## config.mk

```make
export PLATFORM = sky130hd
export DESIGN_NAME = lpfilter_mc
export DESIGN_NICKNAME = d
export VERILOG_FILES = /design/src/rtl/lpfilter_mc_pkg.sv /design/src/rtl/lpf_delay_ram.sv /design/src/rtl/lpfilter_mc.sv
export SDC_FILE = /design/constraint.sdc
export NUM_CORES = 1
export LEC_CHECK = 0
export ABC_AREA = 1
export CORE_ASPECT_RATIO = 0.75
export CORE_MARGIN = 8
export CORE_UTILIZATION = 31
export CTS_BUF_LIST = sky130_fd_sc_hd__clkbuf_16
export DETAILED_ROUTE_END_ITERATION = 6
export PLACE_DENSITY = 0.56
export SLEW_MARGIN = 0
export SYNTH_ARGS = -nofsm -noshare
export SYNTH_HDL_FRONTEND = slang
export SYNTH_SLANG_ARGS = --single-unit
```

## constraint.sdc

```tcl
create_clock -name clk -period 8.45 [get_ports clk]
set_input_delay 2.535 -clock clk [delete_from_list [all_inputs] [get_ports clk]]
set_output_delay 2.535 -clock clk [all_outputs]
set_load 0.03 [all_outputs]
```

## src/rtl/lpfilter_mc_pkg.sv

```systemverilog
// Shared types and helpers for the lpfilter_mc moving-average filter.
package lpfilter_mc_pkg;

    typedef enum logic [1:0] {
        RUN   = 2'd0,
        DRAIN = 2'd1,
        FLUSH = 2'd2,
        ACK   = 2'd3
    } state_e;

    localparam int CHTAG_W = 4;

    function automatic int clog2(input int value);
        int res;
        int v;
        res = 0;
        v   = value - 1;
        while (v > 0) begin
            res++;
            v = v >> 1;
        end
        return res;
    endfunction

endpackage

```

## src/rtl/lpf_delay_ram.sv

```systemverilog
// Per-channel delay-line storage: simple dual-port, registered write, asynchronous read.
module lpf_delay_ram #(
    parameter int C_DWIDTH = 16,
    parameter int C_DEPTH  = 16,
    parameter int C_AWIDTH = 4
) (
    input  logic                clk,
    input  logic                we_i,
    input  logic [C_AWIDTH-1:0] waddr_i,
    input  logic [C_DWIDTH-1:0] wdata_i,
    input  logic [C_AWIDTH-1:0] raddr_i,
    output logic [C_DWIDTH-1:0] rdata_o
);

    logic [C_DWIDTH-1:0] mem_q [C_DEPTH];

    // NOTE: the array has no reset so it maps onto RAM; the controller zeroes it with a FLUSH sweep.
    always_ff @(posedge clk) begin
        if (we_i) begin
            mem_q[waddr_i] <= wdata_i;
        end
    end

    assign rdata_o = mem_q[raddr_i];

endmodule

```

## src/rtl/lpfilter_mc.sv

```systemverilog
// Round-robin multi-channel moving-average filter with a reconfiguration (flush) handshake.
// Define LPFILTER_MC_CHTAG_EN to carry the channel index in p_data[31:28].
module lpfilter_mc
    import lpfilter_mc_pkg::*;
#(
    parameter int C_DWIDTH   = 16,
    parameter int C_TAPS     = 8,
    parameter int C_CHANNELS = 2
) (
    input  logic        clk,
    input  logic        rstn,
    input  logic        c_prdy,
    output logic        c_crdy,
    output logic        c_cerr,
    input  logic [31:0] c_data,
    output logic        p_prdy,
    input  logic        p_crdy,
    input  logic        p_cerr,
    output logic [31:0] p_data,
    input  logic        rc_reqn,
    output logic        rc_ackn
);

    localparam int TW    = clog2(C_TAPS);
    localparam int CW    = (C_CHANNELS > 1) ? clog2(C_CHANNELS) : 1;
    localparam int SW    = C_DWIDTH + TW;
    localparam int DEPTH = C_CHANNELS * C_TAPS;
    localparam int AW    = clog2(DEPTH);
    localparam logic [CW-1:0] CH_LAST    = CW'(C_CHANNELS - 1);
    localparam logic [AW-1:0] FLUSH_LAST = AW'(DEPTH - 1);

    state_e                 state_q, state_d;
    logic                   init_q, init_d;
    logic [CW-1:0]          ch_q, ch_d;
    logic                   p_prdy_q, p_prdy_d;
    logic [31:0]            p_data_q, p_data_d;
    logic [AW-1:0]          flush_cnt_q, flush_cnt_d;
    logic [TW-1:0]          ptr_q [C_CHANNELS];
    logic signed [SW-1:0]   sum_q [C_CHANNELS];

    logic                   accept, take, flush_done, in_flush;
    logic [TW-1:0]          ptr_cur;
    logic [AW-1:0]          rd_addr;
    logic signed [C_DWIDTH-1:0] sample, oldest, avg;
    logic signed [SW-1:0]   sum_new;
    logic [31:0]            avg_ext, p_word;
    logic                   ram_we;
    logic [AW-1:0]          ram_waddr;
    logic [C_DWIDTH-1:0]    ram_wdata;
    logic                   unused_ok;

    assign unused_ok = ^{p_cerr, c_data[31:C_DWIDTH]};

    // init_q marks the flush forced by reset: it runs silently and returns to RUN, not ACK.
    assign c_crdy  = (state_q == RUN) && !init_q && (!p_prdy_q || p_crdy);
    assign c_cerr  = (state_q != RUN) && !init_q;
    assign rc_ackn = (state_q != ACK);
    assign p_prdy  = p_prdy_q;
    assign p_data  = p_data_q;

    assign accept     = c_prdy && c_crdy;
    assign take       = p_prdy_q && p_crdy;
    assign in_flush   = (state_q == FLUSH);
    assign flush_done = in_flush && (flush_cnt_q == FLUSH_LAST);

    assign ptr_cur = ptr_q[ch_q];
    assign rd_addr = AW'({ch_q, ptr_cur});
    assign sample  = c_data[C_DWIDTH-1:0];
    assign sum_new = sum_q[ch_q] + SW'(sample) - SW'(oldest);
    assign avg     = C_DWIDTH'(sum_new >>> TW);
    assign avg_ext = 32'(avg);

`ifdef LPFILTER_MC_CHTAG_EN
    assign p_word = {CHTAG_W'(ch_q), avg_ext[31-CHTAG_W:0]};
`else
    assign p_word = avg_ext;
`endif

    assign ram_we    = rstn && (in_flush || accept);
    assign ram_waddr = in_flush ? flush_cnt_q : rd_addr;
    assign ram_wdata = in_flush ? '0 : sample;

    lpf_delay_ram #(
        .C_DWIDTH (C_DWIDTH),
        .C_DEPTH  (DEPTH),
        .C_AWIDTH (AW)
    ) u_delay_ram (
        .clk     (clk),
        .we_i    (ram_we),
        .waddr_i (ram_waddr),
        .wdata_i (ram_wdata),
        .raddr_i (rd_addr),
        .rdata_o (oldest)
    );

    // NOTE: every next-state variable gets a default first so no path leaves a latch behind.
    always_comb begin
        state_d     = state_q;
        init_d      = init_q;
        ch_d        = ch_q;
        p_prdy_d    = p_prdy_q;
        p_data_d    = p_data_q;
        flush_cnt_d = flush_cnt_q;

        if (take) begin
            p_prdy_d = 1'b0;
        end
        if (accept) begin
            p_prdy_d = 1'b1;
            p_data_d = p_word;
            ch_d     = (ch_q == CH_LAST) ? '0 : ch_q + CW'(1);
        end

        case (state_q)
            RUN: begin
                if (init_q) begin
                    state_d     = FLUSH;
                    flush_cnt_d = '0;
                end else if (!rc_reqn) begin
                    state_d = DRAIN;
                end
            end
            DRAIN: begin
                if (!p_prdy_q) begin
                    state_d     = FLUSH;
                    flush_cnt_d = '0;
                end
            end
            FLUSH: begin
                if (flush_done) begin
                    state_d = init_q ? RUN : ACK;
                    init_d  = 1'b0;
                    ch_d    = '0;
                end else begin
                    flush_cnt_d = flush_cnt_q + AW'(1);
                end
            end
            ACK: begin
                if (rc_reqn) begin
                    state_d = RUN;
                end
            end
            default: state_d = RUN;
        endcase
    end

    // NOTE: sequential state uses non-blocking assignments so all registers see pre-edge values.
    always_ff @(posedge clk) begin
        if (!rstn) begin
            state_q     <= RUN;
            init_q      <= 1'b1;
            ch_q        <= '0;
            p_prdy_q    <= 1'b0;
            p_data_q    <= '0;
            flush_cnt_q <= '0;
            for (int i = 0; i < C_CHANNELS; i++) begin
                sum_q[i] <= '0;
                ptr_q[i] <= '0;
            end
        end else begin
            state_q     <= state_d;
            init_q      <= init_d;
            ch_q        <= ch_d;
            p_prdy_q    <= p_prdy_d;
            p_data_q    <= p_data_d;
            flush_cnt_q <= flush_cnt_d;
            if (flush_done) begin
                for (int i = 0; i < C_CHANNELS; i++) begin
                    sum_q[i] <= '0;
                    ptr_q[i] <= '0;
                end
            end else if (accept) begin
                sum_q[ch_q] <= sum_new;
                ptr_q[ch_q] <= ptr_cur + TW'(1);
            end
        end
    end

endmodule

```

* Word-level counts from Yosys, hierarchy flattened
Memory sizes are Yosys's and may differ from the RTL's. A register that Yosys moved wholly into a read port is not among the register bits.
Index checks and enable logic that the tools add are counted.
** Word-level totals
- Latch bits :: 0
- Word-level logic and storage cells :: 90
- Bits in read-only memories :: 0
- Bits in registers :: 25
- Memories :: 3
- RAM bits :: 300
- Bits of input ports :: 38
- Output and inout port bits :: 36
** Memories
- u_delay_ram.mem_q :: words 16, bits a word 16, rd ports 1, clocked after memory_dff 0, wr ports 1, line lpf_delay_ram.sv:15 : logic [C_DWIDTH-1:0] mem_q [C_DEPTH];
- sum_q :: words 2, bits a word 19, rd ports 1, clocked after memory_dff 1, wr ports 2, line lpfilter_mc.sv:39 : logic signed [SW-1:0] sum_q [C_CHANNELS];
- ptr_q :: words 2, bits a word 3, rd ports 1, clocked after memory_dff 1, wr ports 2, line lpfilter_mc.sv:38 : logic [TW-1:0] ptr_q [C_CHANNELS];
** Cells by class
- Add/sub/neg operators :: 5
- $lt $le $gt $ge :: 0
- Shift operators :: 0
- Equality and inequality tests :: 11
- Bitwise operators :: 4
- $mul :: 0
- Muxes and demuxes :: 41
- Div/mod/pow operators :: 0
- Reduce and logical (&&, ||, !) cells :: 20
** Operator list (number)
- 19-bit two-way mux :: 3
- 1-bit two-way mux :: 22
- 19-bit by 16-bit adder with 19-bit output :: 1
- 19-bit OR reduction :: 1
- 19-bit by 16-bit subtractor with 19-bit output :: 1
- 16-bit two-way mux :: 1
- 4-bit two-way mux :: 4
- 2-bit two-way mux :: 6
- 2-bit != test (second input constant) :: 6
- 4-bit case mux with 3 select lines :: 1
- 3-bit two-way mux :: 3
- 2-bit case mux with 4 select lines :: 1
- 4-bit AND reduction :: 2
- 1-bit logical AND :: 7
- 4-bit by 1-bit adder with 4-bit output (second input constant) :: 1
- 2-bit equality test (second input constant) :: 2
- 4-bit equality test (second input constant) :: 1
- 1-bit bitwise OR :: 4
- 2-bit nonzero test :: 2
- 3-bit by 1-bit adder with 3-bit output (second input constant) :: 1
- 3-bit != test (second input constant) :: 1
- 3-bit nonzero test :: 1
- 3-bit OR reduction :: 1
- 2-bit by 1-bit equality test with 1-bit output (second input constant) :: 1
- other kinds (5) :: 7

* Logic depth before layout (Yosys ltp)
Gate-level depths: netlist (run 1).
- Depth after elaboration :: 10
- Depth in mapped cells :: 28
- Gate-level depth less buffers :: 25

* Hierarchy
From an unflattened synthesis (run 1), not the netlist that was laid out.
** Second synthesis, totals
- Cell total of the unflattened synthesis :: 1674
- Area, all modules :: 15989.1 µm²
** Modules (own cells, without submodules)
- lpf_delay_ram :: cells each 1058, instances 1, area each 11060.6 µm², sequential area each 7687.4 µm²
- lpfilter_mc :: cells each 616, instances 1, area each 4928.5 µm², sequential area each 1841.8 µm²

* Worst setup path after synthesis (run 1)
OpenSTA, ideal clock, no wires.
- Path kind :: input -> output
- Start :: input port p_crdy
- End :: output port c_crdy
- Slack :: 2.985 ns
- Buffers on the path :: 0
- Data arrival time :: 2.930 ns
- Cell stages on the path :: 2
- Cells stage by stage :: inv_1 > a21oi_2
** On the way
- Longest elaborated chain between the ends :: 2
** RTL lines
- from (decl) :: line lpfilter_mc.sv:17 : input logic p_crdy,
- 1-bit logical OR :: line lpfilter_mc.sv:55 : assign c_crdy = (state_q == RUN) && !init_q && (!p_prdy_q || p_crdy);
- 1-bit logical AND :: line lpfilter_mc.sv:55
- to (decl) :: line lpfilter_mc.sv:13 : output logic c_crdy,
Every way passes these cells.

* Final worst setup path (run 1)
Same ends and word-level chain as after synthesis.

==> results of run 1 <==
==> layer usage <==
layer / vias up / track usage [%] / wire, um
li1: 4825 / - / -
met1: 4875 / 19.4 / 18300
met2: 266 / 21.0 / 17500
met3: 48 / 2.61 / 2660
met4: 0 / 2.75 / 687
met5: - / 0 / 0
==> registers in the layout, indices dropped and copies added, names as in the netlist, named ones only <==
signal,flops
sum_q,38
init_q,1
state_q,2
ch_q,1
ptr_q,6
p_data,16
flush_cnt_q,4
u_delay_ram.mem_q,256
p_prdy,1
==> worst max-delay path, delay by kind of cell <==
| family | cells | cell delay, ns |
|---|---|---|
| AO/OA/AOI/OAI | 1 | 0.17 |
| buffers and inverters | 3 | 1.21 |
==> power groups by stage <==
stage / clock, mW / combinational [mW] / sequential, mW
after global routing: 1.41 / 0.464 / 1.80
after CTS: 1.34 / 0.411 / 1.80
after global placement: 0 / 0.406 / 1.84
final: 1.31 / 0.414 / 1.80
after floorplan: 0 / 0.278 / 1.84
after detailed placement: 0 / 0.409 / 1.84
==> synthesized netlist by cell type (3+ instances only) <==
cell type and instances:
sky130_fd_sc_hd__inv_1 143, sky130_fd_sc_hd__nand3_1 87, sky130_fd_sc_hd__edfxtp_1 300, sky130_fd_sc_hd__or2_2 8
sky130_fd_sc_hd__ha_1 22, sky130_fd_sc_hd__o21ai_0 66, sky130_fd_sc_hd__o211ai_1 69, sky130_fd_sc_hd__o21ai_1 13
sky130_fd_sc_hd__dfxtp_1 26, sky130_fd_sc_hd__nor2_1 183, sky130_fd_sc_hd__buf_4 19, sky130_fd_sc_hd__xor2_1 4
sky130_fd_sc_hd__o211ai_2 42, sky130_fd_sc_hd__clkbuf_1 17, sky130_fd_sc_hd__fa_1 18, sky130_fd_sc_hd__and2_1 12
sky130_fd_sc_hd__buf_6 11, sky130_fd_sc_hd__nand2_1 252, sky130_fd_sc_hd__nand2_2 3, sky130_fd_sc_hd__inv_2 5
sky130_fd_sc_hd__buf_2 33, sky130_fd_sc_hd__or2_0 3, sky130_fd_sc_hd__xnor2_1 6, sky130_fd_sc_hd__nor3_1 4
sky130_fd_sc_hd__a21oi_1 24
==> final cells by class <==
cell class                      instances  area, um^2  area share, %
Clock buffer                           31         776           4.47
Clock inverter                         24         156          0.902
Inverter                              150         568           3.28
Multi-Input combinational cell        834        4740           27.3
Sequential cell                       326        9530           55.0
Tap cell                              648         811           4.68
Timing Repair Buffer                   83         763           4.40
==> worst min-delay path by stage <==
stage | endpoint | slack [ns] | cells past startpoint
global placement | p_data[4] | 0.50 | 2
CTS | p_data[4] | 0.51 | 2
global route | p_data[4] | 0.53 | 2
floorplan | flush_cnt_q[1] | 0.47 | 2
finish | p_data[4] | 0.52 | 2
detailed placement | p_data[4] | 0.49 | 2
==> kinds of logic after synthesis <==
family / share of synthesized area [%]
mux: 0.131
xor+xnor: 0.573
buf+inv: 7.01
simple gates: 14.9
compound gates: 10.8
fa+ha+maj: 4.16
flops: 62.4
==> per-stage QoR <==
step | total power, mW | cells | utilization, % | hold WS (ns) | setup WS, ns
2_1_floorplan | 2.11 | 1392 | - | 0.470 | 2.99
3_3_place_gp | 2.24 | 2041 | 33.7 | 0.495 | 2.01
3_5_place_dp | 2.25 | 2041 | 33.7 | 0.495 | 2.01
4_1_cts | 3.55 | 2096 | 35.6 | 0.508 | 2.01
5_1_grt | 3.68 | 2096 | 35.6 | 0.534 | 1.97
6_report | 3.53 | 2096 | 35.6 | 0.518 | 2.00
==> metrics.json, run 1 <==
{
  "cells_and_area": {
    "drive_above_1_share_pct": 10.4,
    "syn_to_final_growth_pct": 13.5,
    "filler_cells": 4837,
    "layout_commonest_cell": "sky130_fd_sc_hd__edfxtp_1",
    "final_nets": 1504,
    "antenna-diode-count": 0,
    "fin_area_um2": 17300,
    "most-common-layout-cells": "sky130_fd_sc_hd__edfxtp_1, sky130_fd_sc_hd__nand2_1, sky130_fd_sc_hd__nor2_1"
  },
  "synthesis": {
    "yosys_warnings": 0,
    "synth_top_flop_cell": "sky130_fd_sc_hd__edfxtp_1",
    "ys_async_sr_fraction_pct": 0,
    "post_synthesis_cells": 1392,
    "yosys_register_bits": 326,
    "postSynthAreaPerCell_um2": 11.0,
    "yosysSeqAreaShare_pct": 62.4,
    "ys_types": 38,
    "count_of_flip_flops_with_a_built_in_enable_after_synthesis": 300,
    "synth_area_leader_cell": "sky130_fd_sc_hd__edfxtp_1",
    "mappedNetlistNets": 1470,
    "synthesis.area_um2": 15300,
    "synth_top_area_share_pct": 58.9,
    "netlist_top_cells_area": "sky130_fd_sc_hd__edfxtp_1, sky130_fd_sc_hd__nand2_1, sky130_fd_sc_hd__nor2_1"
  },
  "floorplanning": {
    "fp-row-count": 70,
    "starting_density_of_the_core_pct": 31.4,
    "ioPinCount": 74,
    "die_span_in_x_um": 272,
    "floorplan.core_area_um2": 48700,
    "floorplan.die_area_um2": 56700,
    "die_h_um": 208
  },
  "clock_tree": {
    "clkTransAtPathRegs_ns": 0.06,
    "tritoncts": "done",
    "cts_root_buf": "sky130_fd_sc_hd__clkbuf_16",
    "cts_resized": 0,
    "number_of_setup_buffers_added_after_cts": 0,
    "cts_buffers": 31,
    "insertion_delay_ns": 0.58,
    "cts_hold_buf": 0,
    "cts_buffer_depth": 3,
    "cts.htree.levels": 1,
    "total_clock_sinks": 326
  },
  "power": {
    "power.share.combinational_pct": 11.7,
    "internal_power_mw": 2.64,
    "power_density_nw_per_um2": 204,
    "leakagePower_nw": 6.48,
    "power.sequential.fraction_pct": 51.1,
    "net-switching-power_uw": 891,
    "power.clock.fraction_pct": 37.2,
    "netSwitchingFraction_pct": 25.2,
    "ir_drop_mv": 0.179
  },
  "worst_setup_path": {
    "crit_path_cells": "clkdlybuf4s50_1, inv_1, a21oi_2, clkdlybuf4s50_1",
    "rrSetupSlack_ns": 2.94,
    "worst_path_most_repeated_cell": "sky130_fd_sc_hd__clkdlybuf4s50_1",
    "startpoint": "p_crdy",
    "reg2reg_depth": 20,
    "critPathKind": "in2out",
    "worst_ep_required_time_ns": 5.92,
    "setup.worst_path.start_class": "input pin",
    "crit_slowest_cell": "sky130_fd_sc_hd__clkdlybuf4s50_1",
    "timing.critical_path.to": "c_crdy",
    "cp_max_fo": 2,
    "worstSetupEndpointType": "primary output",
    "critPathMaxStageDelay_ns": 0.69,
    "capture_instance_of_the_worst_register_to_register_path": "sum_q[0][17]",
    "cp_data_arrival_time_ns": 3.91
  },
  "timing": {
    "timing_max_transition_violations_final": 0,
    "fin_crit_ns": 6.45,
    "relSlewSlack_pct": 20.1,
    "hold_violation_total_from_the_final_report": 0,
    "rsz0062_at_grt": "false",
    "timing_worst_slew_pin_value_ns": 1.19,
    "fin_skew_ns": 0.0174,
    "setup-tns-final_ns": 0,
    "timing.final.crit_share_pct": 76.3,
    "setup_viol_count_final": 0,
    "timing.fmax_mhz": 155
  },
  "detailed_routing": {
    "route.detailed.vias_per_inst": 4.78,
    "drt_wl_total_mm": 39.1,
    "initialDrtViolationCount": 894,
    "1st_pass_router_iterations": 5,
    "dr_total_vias": 10014,
    "post-route-drc-count": 0,
    "antenna_violating_nets_post_route": 0,
    "wire_per_inst_um": 18.7
  },
  "placed_design": {
    "place.gp.congestion": 0.931,
    "dpl-instance-area_um2": 16400,
    "hpwl_mm": 23.7,
    "numPortBuffers": 56
  },
  "global_route": {
    "grt_pass1_wl_mm": 59.5,
    "global_route_congestion_overflow_total": 0,
    "grt_usage_pct": 13.5,
    "grt_start_max_net_pins": 114,
    "grt_antenna_before_repair": 0,
    "first_global_vias": 9753
  },
  "job": {
    "maxcap_violations": 0
  },
  "hold_path": {
    "hp-start": "p_data[4]",
    "type_of_the_worst_min_delay_path": "reg2reg"
  },
  "status": {
    "run_status": "complete, no violations"
  }
}
(Power assumes the default switching activity.)
==> inputs of run 2 (changes only) <==
PLACE_DENSITY = 0.57   (was 0.56)
clock period = 5.5 ns   (was 8.45 ns; I/O delays follow)
==> run 2 against run 1 <==
Against the previous run: worst setup slack lost 1.2 ns; global-route usage is essentially flat; count of clock-buffer cells in the layout is the same; sequential power grew 54%; routed wire length grew 0.54%; via count grew 1.5%; clock power grew 46%; register-to-register slack lost 1.9 ns; critical path type unchanged.
==> metrics.json, run 2 (synthesis gave the netlist of run 1 again) <==
{
  "power": {
    "power.sequential.fraction": {"value": 51.9, "unit": "%", "change": "+0.8 points"},
    "netSwitchingFraction": {"value": 25.4, "unit": "%", "change": "+0.18 points"},
    "internal_power": {"value": 3.98, "unit": "mW", "change": "+51%"},
    "ir_drop": {"value": 0.299, "unit": "mV", "change": "+67%"},
    "power.clock.fraction": {"value": 35.8, "unit": "%", "change": "-1.4 points"},
    "leakagePower": {"value": 6.59, "unit": "nW", "change": "+1.7%"},
    "net-switching-power": {"value": 1.36, "unit": "mW", "change": "+52%"},
    "power.share.combinational": {"value": 12.2, "unit": "%", "change": "+0.5 points"},
    "power_density": {"value": 305, "unit": "nW/um^2", "change": "+50%"}
  },
  "cells_and_area": {
    "final_nets": {"value": 1519, "change": "+1.0%"},
    "syn_to_final_growth_pct": 14.3,
    "drive_above_1_share": {"value": 11.1, "unit": "%", "change": "+0.77 points"},
    "largest_register_ffs": {"value": 256, "change": "unchanged"},
    "registers.top_by_ff_count": "u_delay_ram.mem_q",
    "final_cells": {"value": 2113, "change": "+0.81%"},
    "layout_commonest_cell": "sky130_fd_sc_hd__edfxtp_1",
    "most-common-layout-cells": "sky130_fd_sc_hd__edfxtp_1, sky130_fd_sc_hd__nand2_1, sky130_fd_sc_hd__nor2_1",
    "filler_cells": {"value": 4826, "change": "-0.23%"}
  },
  "placed_design": {
    "dp.cells": {"value": 2056, "change": "+0.73%"},
    "hpwl": {"value": 24.1, "unit": "mm", "change": "+1.9%"},
    "place.gp.congestion": {"value": 0.915, "change": "-1.7%"},
    "numPortBuffers": {"value": 56, "change": "unchanged"}
  },
  "worst_setup_path": {
    "setup.worst_path.start_class": "input pin",
    "startpoint": "p_crdy",
    "crit_path_cells": "clkdlybuf4s50_1, inv_1, a21oi_2, clkdlybuf4s50_1",
    "crit_path_cell_count": {"value": 4, "change": "unchanged"},
    "path_delay_family": "buffers and inverters",
    "cp_data_arrival_time": {"value": 3.02, "unit": "ns", "change": "-0.89 ns"},
    "rrSetupSlack": {"value": 1.01, "unit": "ns", "change": "-1.93 ns"},
    "crit_slowest_cell": "sky130_fd_sc_hd__clkdlybuf4s50_1",
    "capture_instance_of_the_worst_register_to_register_path": "sum_q[1][17]",
    "cp_max_fo": {"value": 2, "change": "unchanged"},
    "worst_path_most_repeated_cell": "sky130_fd_sc_hd__clkdlybuf4s50_1",
    "critPathKind": "in2out",
    "cp_num_buf_inv": {"value": 3, "change": "unchanged"},
    "worstSetupEndpointType": "primary output",
    "critPathMaxStageDelay": {"value": 0.70, "unit": "ns", "change": "about the same"},
    "timing.critical_path.to": "c_crdy",
    "worst_ep_required_time": {"value": 3.85, "unit": "ns", "change": "-2.07 ns"},
    "reg2reg_depth": {"value": 19, "change": "-5.0%"}
  },
  "timing": {
    "timing_worst_slew_pin_value": {"value": 1.20, "unit": "ns", "change": "+0.00307 ns"},
    "timing_max_transition_violations_final": {"value": 0, "change": "unchanged"},
    "timing.fmax_mhz": 214,
    "fin_crit_ns": 4.67,
    "relSlewSlack": {"value": 20.1, "unit": "%", "change": "-0.070 points"},
    "hold_violation_total_from_the_final_report": {"value": 0, "change": "unchanged"},
    "rsz0062_at_grt": "false",
    "setup-tns-final": {"value": 0, "unit": "ns", "change": "unchanged"},
    "setup_viol_count_final": {"value": 0, "change": "unchanged"},
    "timing.final.crit_share_pct": 85.0,
    "fin_skew": {"value": 0.0292, "unit": "ns", "change": "+0.0118 ns"}
  },
  "clock_tree": {
    "insertion_delay": {"value": 0.58, "unit": "ns", "change": "about the same"},
    "number_of_setup_buffers_added_after_cts": {"value": 0, "change": "unchanged"},
    "cts_resized": {"value": 0, "change": "unchanged"},
    "cts_buffers": {"value": 31, "change": "unchanged"},
    "cts_buffer_depth": {"value": 3, "change": "unchanged"},
    "cts_root_buf": "sky130_fd_sc_hd__clkbuf_16",
    "total_clock_sinks": {"value": 326, "change": "unchanged"},
    "cts.htree.levels": {"value": 1, "change": "unchanged"},
    "clkTransAtPathRegs": {"value": 0.06, "unit": "ns", "change": "about the same"},
    "cts_hold_buf": {"value": 0, "change": "unchanged"},
    "tritoncts": "done"
  },
  "detailed_routing": {
    "route.detailed.vias_per_inst": {"value": 4.81, "change": "+0.69%"},
    "1st_pass_router_iterations": {"value": 5, "change": "unchanged"},
    "dr_total_vias": {"value": 10165, "change": "+1.5%"},
    "wire_per_inst": {"value": 18.6, "unit": "um", "change": "-0.27%"},
    "post-route-drc-count": {"value": 0, "change": "unchanged"},
    "antenna_violating_nets_post_route": {"value": 0, "change": "unchanged"},
    "drt_wl_total": {"value": 39.4, "unit": "mm", "change": "+0.54%"},
    "initialDrtViolationCount": {"value": 1071, "change": "+20%"}
  },
  "floorplanning": {
    "ioPinCount": {"value": 74, "change": "unchanged"},
    "floorplan.core_area": {"value": 48700, "unit": "um^2", "change": "unchanged"},
    "fp-row-count": {"value": 70, "change": "unchanged"},
    "die_h": {"value": 208, "unit": "um", "change": "unchanged"},
    "floorplan.die_area": {"value": 56700, "unit": "um^2", "change": "unchanged"},
    "starting_density_of_the_core": {"value": 31.4, "unit": "%", "change": "unchanged"},
    "die_span_in_x": {"value": 272, "unit": "um", "change": "unchanged"}
  },
  "job": {
    "maxcap_violations": {"value": 0, "change": "unchanged"}
  },
  "status": {
    "run_status": "complete, no violations"
  },
  "global_route": {
    "grt_antenna_before_repair": {"value": 0, "change": "unchanged"},
    "grt_pass1_wl": {"value": 59.7, "unit": "mm", "change": "+0.30%"},
    "grt_usage": {"value": 13.5, "unit": "%", "change": "+0.047 points"},
    "global_route_congestion_overflow_total": {"value": 0, "change": "unchanged"},
    "grt_start_max_net_pins": {"value": 70, "change": "-39%"},
    "first_global_vias": {"value": 9779, "change": "+0.27%"}
  },
  "hold_path": {
    "type_of_the_worst_min_delay_path": "reg2reg"
  }
}
[run 2: worst reg2reg max path, stage by stage, from the launching register on]
cell and delay (ns):
sky130_fd_sc_hd__dfxtp_1 0.58, sky130_fd_sc_hd__inv_4 0.05, sky130_fd_sc_hd__buf_4 0.23, sky130_fd_sc_hd__o21a_1 0.25, sky130_fd_sc_hd__inv_2 0.53, sky130_fd_sc_hd__buf_4 0.26
sky130_fd_sc_hd__o211ai_1 0.12, sky130_fd_sc_hd__nand3_1 0.10, sky130_fd_sc_hd__nand2_1 0.06, sky130_fd_sc_hd__inv_1 0.07, sky130_fd_sc_hd__fa_1 0.41, sky130_fd_sc_hd__ha_1 0.41
sky130_fd_sc_hd__nand2_1 0.19, sky130_fd_sc_hd__nor2_1 0.25, sky130_fd_sc_hd__nand3_1 0.22, sky130_fd_sc_hd__nand3_1 0.17, sky130_fd_sc_hd__nand2_1 0.08, sky130_fd_sc_hd__nand3_1 0.08
sky130_fd_sc_hd__and2_1 0.14, sky130_fd_sc_hd__nor2_1 0.04
[run 2: power by group through the flow]
stage          Combinational [mW]  Sequential (mW)  Clock [mW]
3_3_place_gp                0.636             2.82           0
5_1_grt                     0.729             2.77        2.05
3_5_place_dp                0.645             2.82           0
2_1_floorplan               0.427             2.82           0
4_1_cts                     0.648             2.77        1.96
6_report                    0.653             2.77        1.91
[run 2: final cells by class]
class	instances	area, um^2	share of cell area [%]
multi-input combinational	834	4740	27.1
antenna	1	2.50	0.0143
clock inverter	25	108	0.616
tap	648	811	4.64
clock buffer	31	776	4.44
sequential	326	9530	54.6
inverter	150	568	3.25
timing repair buffer	98	938	5.37
[run 2: how the worst min path moves through the flow]
stage	startpoint	endpoint	slack (ns)	depth (start not counted)
after floorplan	flush_cnt_q[1]	flush_cnt_q[1]	0.47	2
after global placement	p_data[5]	p_data[5]	0.49	2
after detailed placement	p_data[5]	p_data[5]	0.50	2
after CTS	p_prdy	p_prdy	0.51	2
after global routing	p_prdy	p_prdy	0.54	2
final	p_data[5]	p_data[5]	0.51	2
[run 2: layer usage]
layer	wire, um	share of wire, %	GRT usage [%]
met1	19400	49	20.9
met2	17000	43	19.7
met3	2520	6.4	2.22
met4	527	1.3	2.44
met5	0	0	0
[run 2: metrics by stage]
| stage | power (mW) | setup WS (ns) | instance area (um^2) | utilization, % | hold WS (ns) |
|---|---|---|---|---|---|
| after floorplan | 3.25 | 1.74 | 15300 | - | 0.470 |
| after global placement | 3.46 | 0.827 | 16600 | 34.1 | 0.493 |
| after detailed placement | 3.47 | 0.823 | 16600 | 34.1 | 0.495 |
| after CTS | 5.38 | 0.821 | 17500 | 35.9 | 0.506 |
| after global routing | 5.55 | 0.720 | 17500 | 35.9 | 0.545 |
| final | 5.33 | 0.826 | 17500 | 35.9 | 0.509 |
